File: src/rtl/rotate_scheduler_pkg.sv
// Shared types and constants for the HEX character rotation scheduler.
package rotate_scheduler_pkg;

  localparam int SEL_W  = 2;
  localparam int CHAR_W = 2;
  localparam int NCHAR  = 4;
  localparam int DATA_W = CHAR_W * NCHAR;

  // Encoding 2'd3 is never entered and is treated as IDLE by the scheduler.
  typedef enum logic [1:0] {
    ST_IDLE  = 2'd0,
    ST_RUN   = 2'd1,
    ST_PAUSE = 2'd2
  } state_t;

  // Rotation step: up or down, modulo 2**SEL_W.
  function automatic logic [SEL_W-1:0] next_sel(input logic [SEL_W-1:0] cur, input logic down);
    next_sel = down ? (cur - 1'b1) : (cur + 1'b1);
  endfunction

endpackage

File: src/rtl/rotate_scheduler_tick_prescaler.sv
// Free-running divider: counts 0..TICK_DIV-1 while enabled, tc marks the last count.
module tick_prescaler #(
  parameter int TICK_DIV = 25_000_000,
  parameter int CNT_W    = 25
) (
  input  logic clk,
  input  logic reset,
  input  logic en,
  input  logic clr,
  output logic tc
);

  localparam logic [CNT_W-1:0] LAST = CNT_W'(TICK_DIV - 1);

  logic [CNT_W-1:0] count;

  always_ff @(posedge clk) begin
    if (reset || clr) begin
      count <= '0;
    end else if (en) begin
      if (count == LAST) count <= '0;
      else               count <= count + 1'b1;
    end
  end

  assign tc = en && (count == LAST);

endmodule

File: src/rtl/rotate_scheduler.sv
// Generates the rotation select and committed character word for the four HEX rotators.
// Handshake: none; start/stop/step are levels, load is a 1-cycle strobe; every output is registered.
module rotate_scheduler
  import rotate_scheduler_pkg::*;
#(
  parameter int TICK_DIV = 25_000_000,
  parameter int CNT_W    = 25
) (
  input  logic              clk,
  input  logic              reset,
  input  logic              start,
  input  logic              stop,
  input  logic              dir,
  input  logic              step,
  input  logic              load,
  input  logic [DATA_W-1:0] data_in,
  output logic [SEL_W-1:0]  sel,
  output logic [DATA_W-1:0] chars,
  output logic              tick,
  output logic              wrap,
  output logic              busy,
  output logic [1:0]        state
);

  state_t            state_q;
  state_t            state_nxt;
  logic              step_q;
  logic [DATA_W-1:0] pending;
  logic              pend_vld;

  logic              in_run;
  logic              in_pause;
  logic              in_idle;
  logic              go_idle;
  logic              step_rise;
  logic              adv;
  logic              commit;
  logic              tc;
  logic [SEL_W-1:0]  sel_nxt;

  // Any state change restarts the prescaler so the first advance is always a full period away.
  tick_prescaler #(
    .TICK_DIV (TICK_DIV),
    .CNT_W    (CNT_W)
  ) u_prescaler (
    .clk   (clk),
    .reset (reset),
    .en    (in_run),
    .clr   (!in_run || (state_nxt != state_q)),
    .tc    (tc)
  );

  always_comb begin
    state_nxt = state_q;
    go_idle   = 1'b0;
    case (state_q)
      ST_RUN: begin
        if (stop) state_nxt = ST_PAUSE;
      end
      ST_PAUSE: begin
        if (stop) begin
          state_nxt = ST_IDLE;
          go_idle   = 1'b1;
        end else if (start) begin
          state_nxt = ST_RUN;
        end
      end
      default: begin
        if (start && !stop) state_nxt = ST_RUN;
      end
    endcase
  end

  always_comb begin
    in_run    = (state_q == ST_RUN);
    in_pause  = (state_q == ST_PAUSE);
    in_idle   = !(in_run || in_pause);
    step_rise = step && !step_q;
    // A coincident start/stop transition takes priority over a step or terminal count.
    adv       = (in_run && tc && !stop) || (in_pause && step_rise && !start && !stop);
    sel_nxt   = next_sel(sel, dir);
    commit    = adv && (sel_nxt == '0) && pend_vld;
  end

  always_ff @(posedge clk) begin
    if (reset) begin
      state_q  <= ST_IDLE;
      sel      <= '0;
      chars    <= '0;
      pending  <= '0;
      pend_vld <= 1'b0;
      step_q   <= 1'b0;
      tick     <= 1'b0;
      wrap     <= 1'b0;
      busy     <= 1'b0;
    end else begin
      state_q <= state_nxt;
      busy    <= (state_nxt != ST_IDLE);
      step_q  <= step;
      tick    <= adv;
      wrap    <= adv && (sel_nxt == '0);

      if (go_idle)  sel <= '0;
      else if (adv) sel <= sel_nxt;

      if (load) pending <= data_in;

      if (in_idle) begin
        if (load) chars <= data_in;
        pend_vld <= 1'b0;
      end else if (go_idle) begin
        // Leaving for IDLE: flush the newest word so nothing is left stranded.
        if (load)          chars <= data_in;
        else if (pend_vld) chars <= pending;
        pend_vld <= 1'b0;
      end else begin
        if (commit) chars <= pending;
        if (load)        pend_vld <= 1'b1;
        else if (commit) pend_vld <= 1'b0;
      end
    end
  end

  assign state = state_q;

endmodule
File: config.mk
export PLATFORM = sky130hd
export DESIGN_NAME = rotate_scheduler
export DESIGN_NICKNAME = d
export VERILOG_FILES = /design/src/rtl/rotate_scheduler_pkg.sv /design/src/rtl/rotate_scheduler_tick_prescaler.sv /design/src/rtl/rotate_scheduler.sv
export SDC_FILE = /design/constraint.sdc
export NUM_CORES = 1
export LEC_CHECK = 0
export ABC_AREA = 1
export CORE_MARGIN = 5
export CORE_UTILIZATION = 43
export DETAILED_ROUTE_END_ITERATION = 10
export DONT_BUFFER_PORTS = 1
export GPL_ROUTABILITY_DRIVEN = 0
export GPL_TIMING_DRIVEN = 0
export SLEW_MARGIN = 25
export SYNTH_ARGS = -nofsm -noshare
export SYNTH_HDL_FRONTEND = slang
export SYNTH_SLANG_ARGS = --single-unit
export TNS_END_PERCENT = 30
File: constraint.sdc
create_clock -name clk -period 2 [get_ports clk]
set_clock_uncertainty 0.2 [all_clocks]
set_input_delay 0.3 -clock clk [delete_from_list [all_inputs] [get_ports clk]]
set_output_delay 0.3 -clock clk [all_outputs]
set_load 0.03 [all_outputs]
Yosys cells after proc, flatten, opt, wreduce, memory -nomap -nowiden
Cells that the tools add are included.
{"block": "totals", "register_bits": 50, "out_inout_bits": 15}
{"block": "op_classes", "n_addsub": 3, "n_eq_ne": 6, "muxes": 17, "n_bitwise": 1, "reduce_logical": 25}
{"operator": "$mux 8", "count": 6}
{"operator": "$add 25x1->25 const B", "count": 1}
{"operator": "$eq 25x25->1 const B", "count": 1}
{"operator": "$mux 25", "count": 1}
{"operator": "$logic_and 1x1->1", "count": 10}
{"operator": "$mux 2", "count": 5}
{"operator": "$ne 3x3->1 const B", "count": 2}
{"operator": "$reduce_bool 2->1", "count": 3}
{"operator": "$logic_not 1->1", "count": 4}
{"operator": "$logic_or 1x1->1", "count": 4}
{"operator": "$mux 1", "count": 4}
{"operator": "$pmux 2 s2", "count": 1}
{"operator": "$reduce_and 3->1", "count": 1}
{"operator": "$reduce_or 3->1", "count": 1}
{"operator": "$add 2x1->2 const B", "count": 1}
{"operator": "$eq 2x1->1 const B", "count": 1}
{"operator": "$eq 2x2->1 const B", "count": 1}
{"operator": "$logic_not 2->1", "count": 1}
{"operator": "$ne 2x2->1", "count": 1}
{"operator": "$reduce_or 2->1", "count": 1}
{"operator": "$sub 2x1->2 const B", "count": 1}
{"operator": "$not 1->1", "count": 1}

Logic depth before layout (Yosys ltp)
Gate-level depths: netlist of run 1.
{"block": "logic_depth", "depth_word": 11, "ltp_mapped": 15, "mapped_depth_nobuf": 14}

Cells and area by module
A second synthesis of run 1 with hierarchy kept.
{"block": "hier_totals", "cells_unflattened": 426, "area_unflattened_um2": 2826.5}
{"module": "tick_prescaler", "instances": 1, "cells_per_inst": 222, "area_per_inst_um2": 1428.9}
{"module": "rotate_scheduler", "instances": 1, "cells_per_inst": 204, "area_per_inst_um2": 1397.6}

Worst setup path before layout of run 1
Ideal clock, no wire load.
{"block": "synth_timing", "kind": "register to register", "startpoint": "register state_q[0], in the netlist state[0]", "endpoint": "register u_prescaler.count[19]", "setup_time_ns": 0.064, "arrival_time_ns": 1.903, "required_ns": 1.736, "path_slack_ns": -0.167, "stages_incl_launch_ff": 14, "period_less_slack_ns": 2.167, "path_cell_list": "dfxtp_1 inv_1 ha_1 inv_1 a21oi_1 nor2_1 o21ai_1 inv_2 nand2_1 nand2_2 nor2_4 buf_6 o21ai_0 nor2_1"}
{"block": "synth_via", "elab_chain_cells": 6}
{"item": "from (decl)", "line": "rotate_scheduler.sv:25", "source": "state_t state_q;"}
{"item": "from (signal assigned)", "line": "rotate_scheduler.sv:97", "source": "state_q <= state_nxt;"}
{"item": "$mux 2", "line": "rotate_scheduler.sv:64", "source": "end else if (start) begin"}
{"item": "$mux 2", "line": "rotate_scheduler.sv:61", "source": "if (stop) begin"}
{"item": "$pmux 2 s2", "line": "rotate_scheduler.sv:56", "source": "case (state_q)"}
{"item": "$ne 2x2->1", "line": "rotate_scheduler.sv:49", "source": ".clr (!in_run || (state_nxt != state_q)),"}
{"item": "$logic_or 1x1->1", "line": "rotate_scheduler.sv:49"}
{"item": "$logic_or 1x1->1", "line": "rotate_scheduler_tick_prescaler.sv:18", "source": "if (reset || clr) begin"}
{"item": "to (signal assigned)", "line": "rotate_scheduler_tick_prescaler.sv:22", "source": "else count <= count + 1'b1;"}
{"item": "to (decl)", "line": "rotate_scheduler_tick_prescaler.sv:15", "source": "logic [CNT_W-1:0] count;"}
Several ways; a longest one is shown, not always the timed one.
A chain may end at the register's enable or synchronous reset.

Worst setup path in the final report of run 1
{"block": "layout_timing", "startpoint": "register state_q[0], in the netlist state[0]", "endpoint": "register u_prescaler.count[16]"}
The elaborated chain is that of the path after synthesis.

==> metrics.md, run 1 <==
| Metric | Value |
|---|---|
| Status | `complete, but fails checks` |
| Failing checks | `negative setup slack` |
| Synth Instances | `402` |
| Fin. Hold Viols | `0` |
| Antenna-violating nets left | `0` |
| Cell Area, Placed | `2870 sq um` |
| ANT cells | `0` |
| Sequential power share | `between 50% and 60%` |
| Post-synth cell types | `32` |
| Hold Crit Class | `in -> reg` |
| Final setup margin | `-0.0739 ns` |
| Clock Latency Late Sink | `0.31 ns` |
| Maximum vdd drop | `0.438 mV` |
| Switching Power | `0.589 mW` |
| CP arrival | `2.08 ns` |
| Tmin final | `2.07 ns` |
| Mapped Nets | `421` |
| Critical path class | `reg -> reg` |
| Inst Count DP | `approximately 480` |
| Largest net degree at the start of global routing | `17` |
| Clock Sinks | `50` |
| Area of the core | `6310 sq um` |
| Die Width | `between 90 and 100 um` |
| Slew headroom | `66.3%` |
| Layout cells sized above 1 | `between 20% and 30%` |
| Mapped cell area | `approximately 2800 sq um` |
| Global-route wire length before repair | `11900 um` |
| Initial antenna violation count | `0` |
| Layout fillers | `~640` |
| WHS Path Cells | `4` |
| Initial drt markers | `127` |
| Post-Layout Cell Count | `520` |
| Seq cells post-synth | `50` |
| Area Overhead vs Synth | `25.3%` |
| Critical path fanouts, max | `6` |
| Worst Tran Pin Value | `a little over 0.5 ns` |
| Minimum hold slack | `~0.042 ns` |
| Period utilization | `104%` |
| R2R cell count | `9` |
| Overall Global Routing Usage | `17.5%` |
| CTS tree | `yes` |
| Starting Density | `43.8%` |
| Final Net Count | `461` |
| Endpoint class of the critical path | `flop` |
| Number of global-route vias before repair | `2603` |
| Synthesized area per cell | `6.88 sq um` |
| TritonRoute pass-1 iters | `4` |
| Post-DP HPWL | `4860 um` |
| Async SR Flop Fraction | `0%` |
| CTS Buffer Depth | `2` |
| Comb power frac | `roughly 13%` |
| Via density | `5.12` |
| Via count | `2661` |
| Ys Warns | `0` |
| Most frequent cells in the layout | `nand2_1, nor2_1, dfxtp_1, inv_1, buf_4` |
| # setup viols final | `13` |
| Total Wirelength | `7180 um` |
| Share of the yosys chip area belonging to registers | `approximately 36%` |
| # rows | `29` |
| Clock network fraction of design power | `35.1%` |
| Leak | `~1.5 nW` |
| # port buffers | `0` |
| Pwr Density | `612 nW/um^2` |
| Die Height | `approximately 90 um` |
| Commonest non-fill, non-tap cell in the layout | `nand2_1` |
| Unrepaired setup endpoints after global routing | `yes` |
| Internal power | `1.53 mW` |
| Fmax | `roughly 0.48 GHz` |
| Grt ovf | `0` |
| Ys flop type | `dfxtp_1` |
| Final slew viol count | `0` |
| Die ar. | `8130 sq um` |
| Routed len/inst | `between 10 and 15 um` |
| Maxcap violations | `0` |
| Clock Pin Slew Worst Setup and Hold Paths | `0.10 ns` |
| Remaining DRCs | `0` |
| CP Launch Type | `flop` |
| CTS buffer count | `5` |
| Design Power | `2.12 mW` |
| H-tree depth | `2` |
| I/O pin total | `30` |
| Worst Path Required | `2.01 ns` |
| Post-route cell area | `3470 sq um` |
| Final Util | `54.9%` |
| Clk root buf | `clkbuf_8` |
| Post-synth EDFFs | `0` |
| Switching Share | `27.8%` |
==> cell type report <==
cell class	instances	area, sq um	area share [%]
repair inverters	1	5.00	0.144
repair buffers	33	288	8.30
well taps	77	96.3	2.78
inverters	45	189	5.45
multi-input cells	298	1690	48.8
clock inverters	3	43.8	1.26
clock buffers	5	68.8	1.99
plain buffers	8	62.6	1.81
flip-flops and latches	50	1020	29.4
==> stage by stage <==
stage                     setup slack, ns  TNS (ns)
after global placement             -0.245     -5.20
after global routing               -0.178     -3.34
after CTS                         -0.0790     -1.02
final                             -0.0739    -0.495
after detailed placement           -0.276     -6.41
after floorplan                    0.0178         0
==> cells by family after synthesis <==
| family | after synthesis | synth area share (%) |
|---|---|---|
| compound gates | 39 | 7.19 |
| xor+xnor | 9 | 2.85 |
| fa+ha+maj | 4 | 1.81 |
| buf+inv | 54 | 8.60 |
| flops | 50 | 36.2 |
| mux | 14 | 5.07 |
| simple gates | 232 | 38.3 |
==> per-layer routing <==
layer / vias up / global-route usage, % / part of all wire (%)
met2: 41 / 30.8 / 50
met3: 11 / 3.76 / 4.0
met5: - / 0 / 0
met4: 0 / 5.09 / 1.4
li1: 1366 / - / -
met1: 1243 / 21.2 / 44
==> power by group through the flow <==
stage / Clock, mW / Combinational, mW / Sequential, mW
CTS: 0.764 / 0.248 / 1.09
global placement: 0 / 0.202 / 1.12
floorplan: 0 / 0.169 / 1.11
global route: 0.807 / 0.317 / 1.10
finish: 0.743 / 0.284 / 1.09
detailed placement: 0 / 0.204 / 1.12
==> cell usage after synthesis, types with 3 or more instances <==
library cell	instances	share of area (%)
nand3_1	16	2.9
nand2_2	7	1.6
a21oi_1	13	2.4
dfxtp_1	50	36
o21ai_1	4	0.72
xor2_1	7	2.2
ha_1	4	1.8
nand4_1	12	2.7
o21ai_0	20	3.6
inv_1	39	5.3
buf_6	4	1.6
nor3_1	5	0.90
inv_2	3	0.41
nor4_1	3	0.68
nor2_2	12	2.7
clkbuf_1	3	0.41
nor2_4	4	1.6
nor2_1	62	8.4
nand2_1	105	14
mux2i_1	14	5.1
==> critical path: stages (launching register included) <==
cell and delay [ns]:
dfxtp_4 0.47, ha_4 0.24, nand2_4 0.08, nor2_4 0.15
nand2_4 0.09, buf_4 0.15, o31ai_2 0.23, nand2_1 0.15
nor2_2 0.15, a21oi_2 0.06
==> final timing paths <==
path,start,end,slack [ns]
worst min-delay path,data_in[7],chars[7]$_SDFFE_PP0P_,0.04
worst min register to register,pend_vld$_SDFFE_PP0P_,pend_vld$_SDFFE_PP0P_,0.27
worst max-delay path,state[0]$_SDFF_PP0_,u_prescaler.count[16]$_SDFFE_PP0N_,-0.07
worst max register to register,state[0]$_SDFF_PP0_,u_prescaler.count[16]$_SDFFE_PP0N_,-0.07
==> flip-flops by register name, indices dropped and copies added, names as in the netlist <==
signal and cells:
busy 1, chars 8, pend_vld 1, pending 8, sel 2, state 2, step_q 1, tick 1
u_prescaler.count 25, wrap 1
==> timing repair <==
action	CTS	global route
gates cloned	1	1
hold buffers	8	0
endpoints found under the hold margin	8	0
gates resized for setup	33	38
setup buffers	14	10
endpoints found under the setup margin	36	35
pin swaps	9	17
Power figures use the tool's default switching activity.
==> run 2, diff against run 1 <==
--- a/config.mk
+++ b/config.mk
@@ -6,6 +6,7 @@
 export NUM_CORES = 1
 export LEC_CHECK = 0
 export ABC_AREA = 1
+export CORE_ASPECT_RATIO = 1.75
 export CORE_MARGIN = 5
 export CORE_UTILIZATION = 43
 export DETAILED_ROUTE_END_ITERATION = 10
==> run 2 against run 1 <==
Compared with the run above:
- the flow still finishes with violations (negative setup slack)
- via count down 0.41%
- global-route usage up 0.92 points
- sequential share of layout area up 0.094 points
- utilization up 0.37 points
- final cell count down 0.58%
- power up 0.54%
- critical path type unchanged
==> metrics.md, run 2 (synthesized netlist as in run 1, its figures left out) <==
| Metric | Value |
|---|---|
| Status | `complete, but fails checks` |
| Failing checks | `negative setup slack` |
| Via density | `5.13` |
| Final Net Count | `455` |
| Largest reg by FF count | `u_prescaler.count` |
| I/O pin total | `30` |
| Worst Path Required | `a little over 2 ns` |
| Pwr Density | `619 nW/um^2` |
| Register area | `around 1000 sq um` |
| Clock Pin Slew Worst Setup and Hold Paths | `0.10 ns` |
| CTS Buffer Depth | `2` |
| Starting Density | `44.4%` |
| # port buffers | `0` |
| Multi-input gate area in the final layout | `1700 sq um` |
| Max layer used | `met4` |
| Clock Latency Late Sink | `about 0.31 ns` |
| Final setup margin | `-0.105 ns` |
| CTS buffer count | `5` |
| Area Overhead vs Synth | `24.5%` |
| Design Power | `2.13 mW` |
| Post-DP HPWL | `5330 um` |
| Unrepaired setup endpoints after global routing | `yes` |
| Routed length on met1 | `between 2000 and 3000 um` |
| Critical path class | `reg -> reg` |
| Initial antenna violation count | `0` |
| Initial drt markers | `122` |
| # rows | `38` |
| CP arrival | `2.16 ns` |
| Slew headroom | `62.0%` |
| ANT cells | `0` |
| Area of the core | `6230 sq um` |
| Largest regs | `u_prescaler.count x25, chars x8, pending x8` |
| H-tree depth | `2` |
| Worst Tran Pin Value | `roughly 0.57 ns` |
| Total Wirelength | `between 7000 and 8000 um` |
| Critical path fanouts, max | `6` |
| Number of global-route vias before repair | `2731` |
| Final slew viol count | `0` |
| Grt ovf | `0` |
| Endpoint class of the critical path | `flop` |
| Maximum vdd drop | `just over 0.6 mV` |
| Clk root buf | `clkbuf_8` |
| Commonest non-fill, non-tap cell in the layout | `nand2_1` |
| Remaining DRCs | `0` |
| CTS tree | `yes` |
| Fmax | `0.475 GHz` |
| Die Height | `116 um` |
| Die ar. | `8200 sq um` |
| Layout fillers | `615` |
| Via count | `2650` |
| Clock Sinks | `50` |
| Routed len/inst | `14.1 um` |
| Max reg flops | `25` |
| Tmin final | `roughly 2.1 ns` |
| Minimum hold slack | `0.0353 ns` |
| Largest net degree at the start of global routing | `17` |
| Leak | `1.45 nW` |
| Met3 WL | `approximately 260 um` |
| Fin. Hold Viols | `0` |
| # setup viols final | `21` |
| Layout cells sized above 1 | `26.3%` |
| Antenna-violating nets left | `0` |
| Final setup TNS | `-1.57 ns` |
| Maxcap violations | `0` |
| Met2 WL | `a little over 4000 um` |
| Period utilization | `105%` |
| Overall Global Routing Usage | `18.4%` |
| TritonRoute pass-1 iters | `5` |
| Most frequent cells in the layout | `nand2_1, nor2_1, dfxtp_1, inv_1, nor2_2` |
| Global-route wire length before repair | `about 12000 um` |
| Die Width | `70.6 um` |
| Hold Crit Class | `in -> reg` |
| CP Launch Type | `flop` |
run 2: cell types whose count changed in the layout (fill, tap and decap cells not counted), moves of 2 or more:
cell	delta
nand2_2	+9
buf_8	+2
o21ai_0	+3
dfxtp_1	+3
buf_4	-5
buf_6	-2
nor2_1	-7
o21ai_2	-2
nand2_1	-6
nand2_4	-3
dfxtp_2	-3
nor2_2	+7
run 2: worst max-delay path, cell delays in order, from the launching register on:
cell     delay [ns]
dfxtp_4        0.47
inv_4          0.06
ha_4           0.30
inv_4          0.04
a21oi_2        0.12
nor2_2         0.06
o21ai_2        0.08
inv_2          0.06
nand2_2        0.06
nand2_2        0.07
nor2_4         0.13
buf_12         0.15
buf_8          0.12
o21ai_2        0.05
nor2_1         0.09
run 2: where the power goes:
part	internal [mW]	total (mW)	switching, mW
Combinational	0.134	0.291	0.156
Clock	0.376	0.748	0.372
Sequential	1.03	1.09	0.0681
Total	1.54	2.13	0.596
run 2: metal layers:
metal,GRT usage (%),up-vias
met5,0,-
met4,11.3,0
met3,4.08,23
met2,37.2,61
met1,15.7,1211
li1,-,1355
run 2: cell type report:
class / count / share of cell area [%]
Sequential cell: 50 / 29.5
Tap cell: 80 / 2.91
Buffer: 8 / 1.93
Timing Repair Buffer: 28 / 7.38
Clock inverter: 3 / 1.27
Multi-Input combinational cell: 298 / 49.4
Inverter: 45 / 5.56
Clock buffer: 5 / 2.00
run 2: stage by stage:
step,worst slack [ns],cell area [sq um],std cells,utilization (%)
detailed placement,-0.263,2870,482,46.1
global route,-0.210,3440,517,55.3
floorplan,0.0178,2770,402,-
finish,-0.105,3440,517,55.3
global placement,-0.247,2870,482,46.1
CTS,-0.128,3300,513,53.0
run 2: final timing paths:
path / cells after the start / slack (ns) / startpoint / to
min reg2reg: 2 / 0.26 / pend_vld$_SDFFE_PP0P_ / pend_vld$_SDFFE_PP0P_
max reg2reg: 14 / -0.11 / state[0]$_SDFF_PP0_ / u_prescaler.count[19]$_SDFFE_PP0N_
min: 4 / 0.04 / data_in[6] / chars[6]$_SDFFE_PP0P_
max: 14 / -0.11 / state[0]$_SDFF_PP0_ / u_prescaler.count[19]$_SDFFE_PP0N_
run 2: what timing repair did:
action	4_1_cts	5_1_grt
cloned	1	0
pin swaps	5	9
endpoints found under the hold margin	8	0
resized for setup	42	34
buffers inserted	14	5
setup endpoints to repair	36	37
hold buffers	8	0
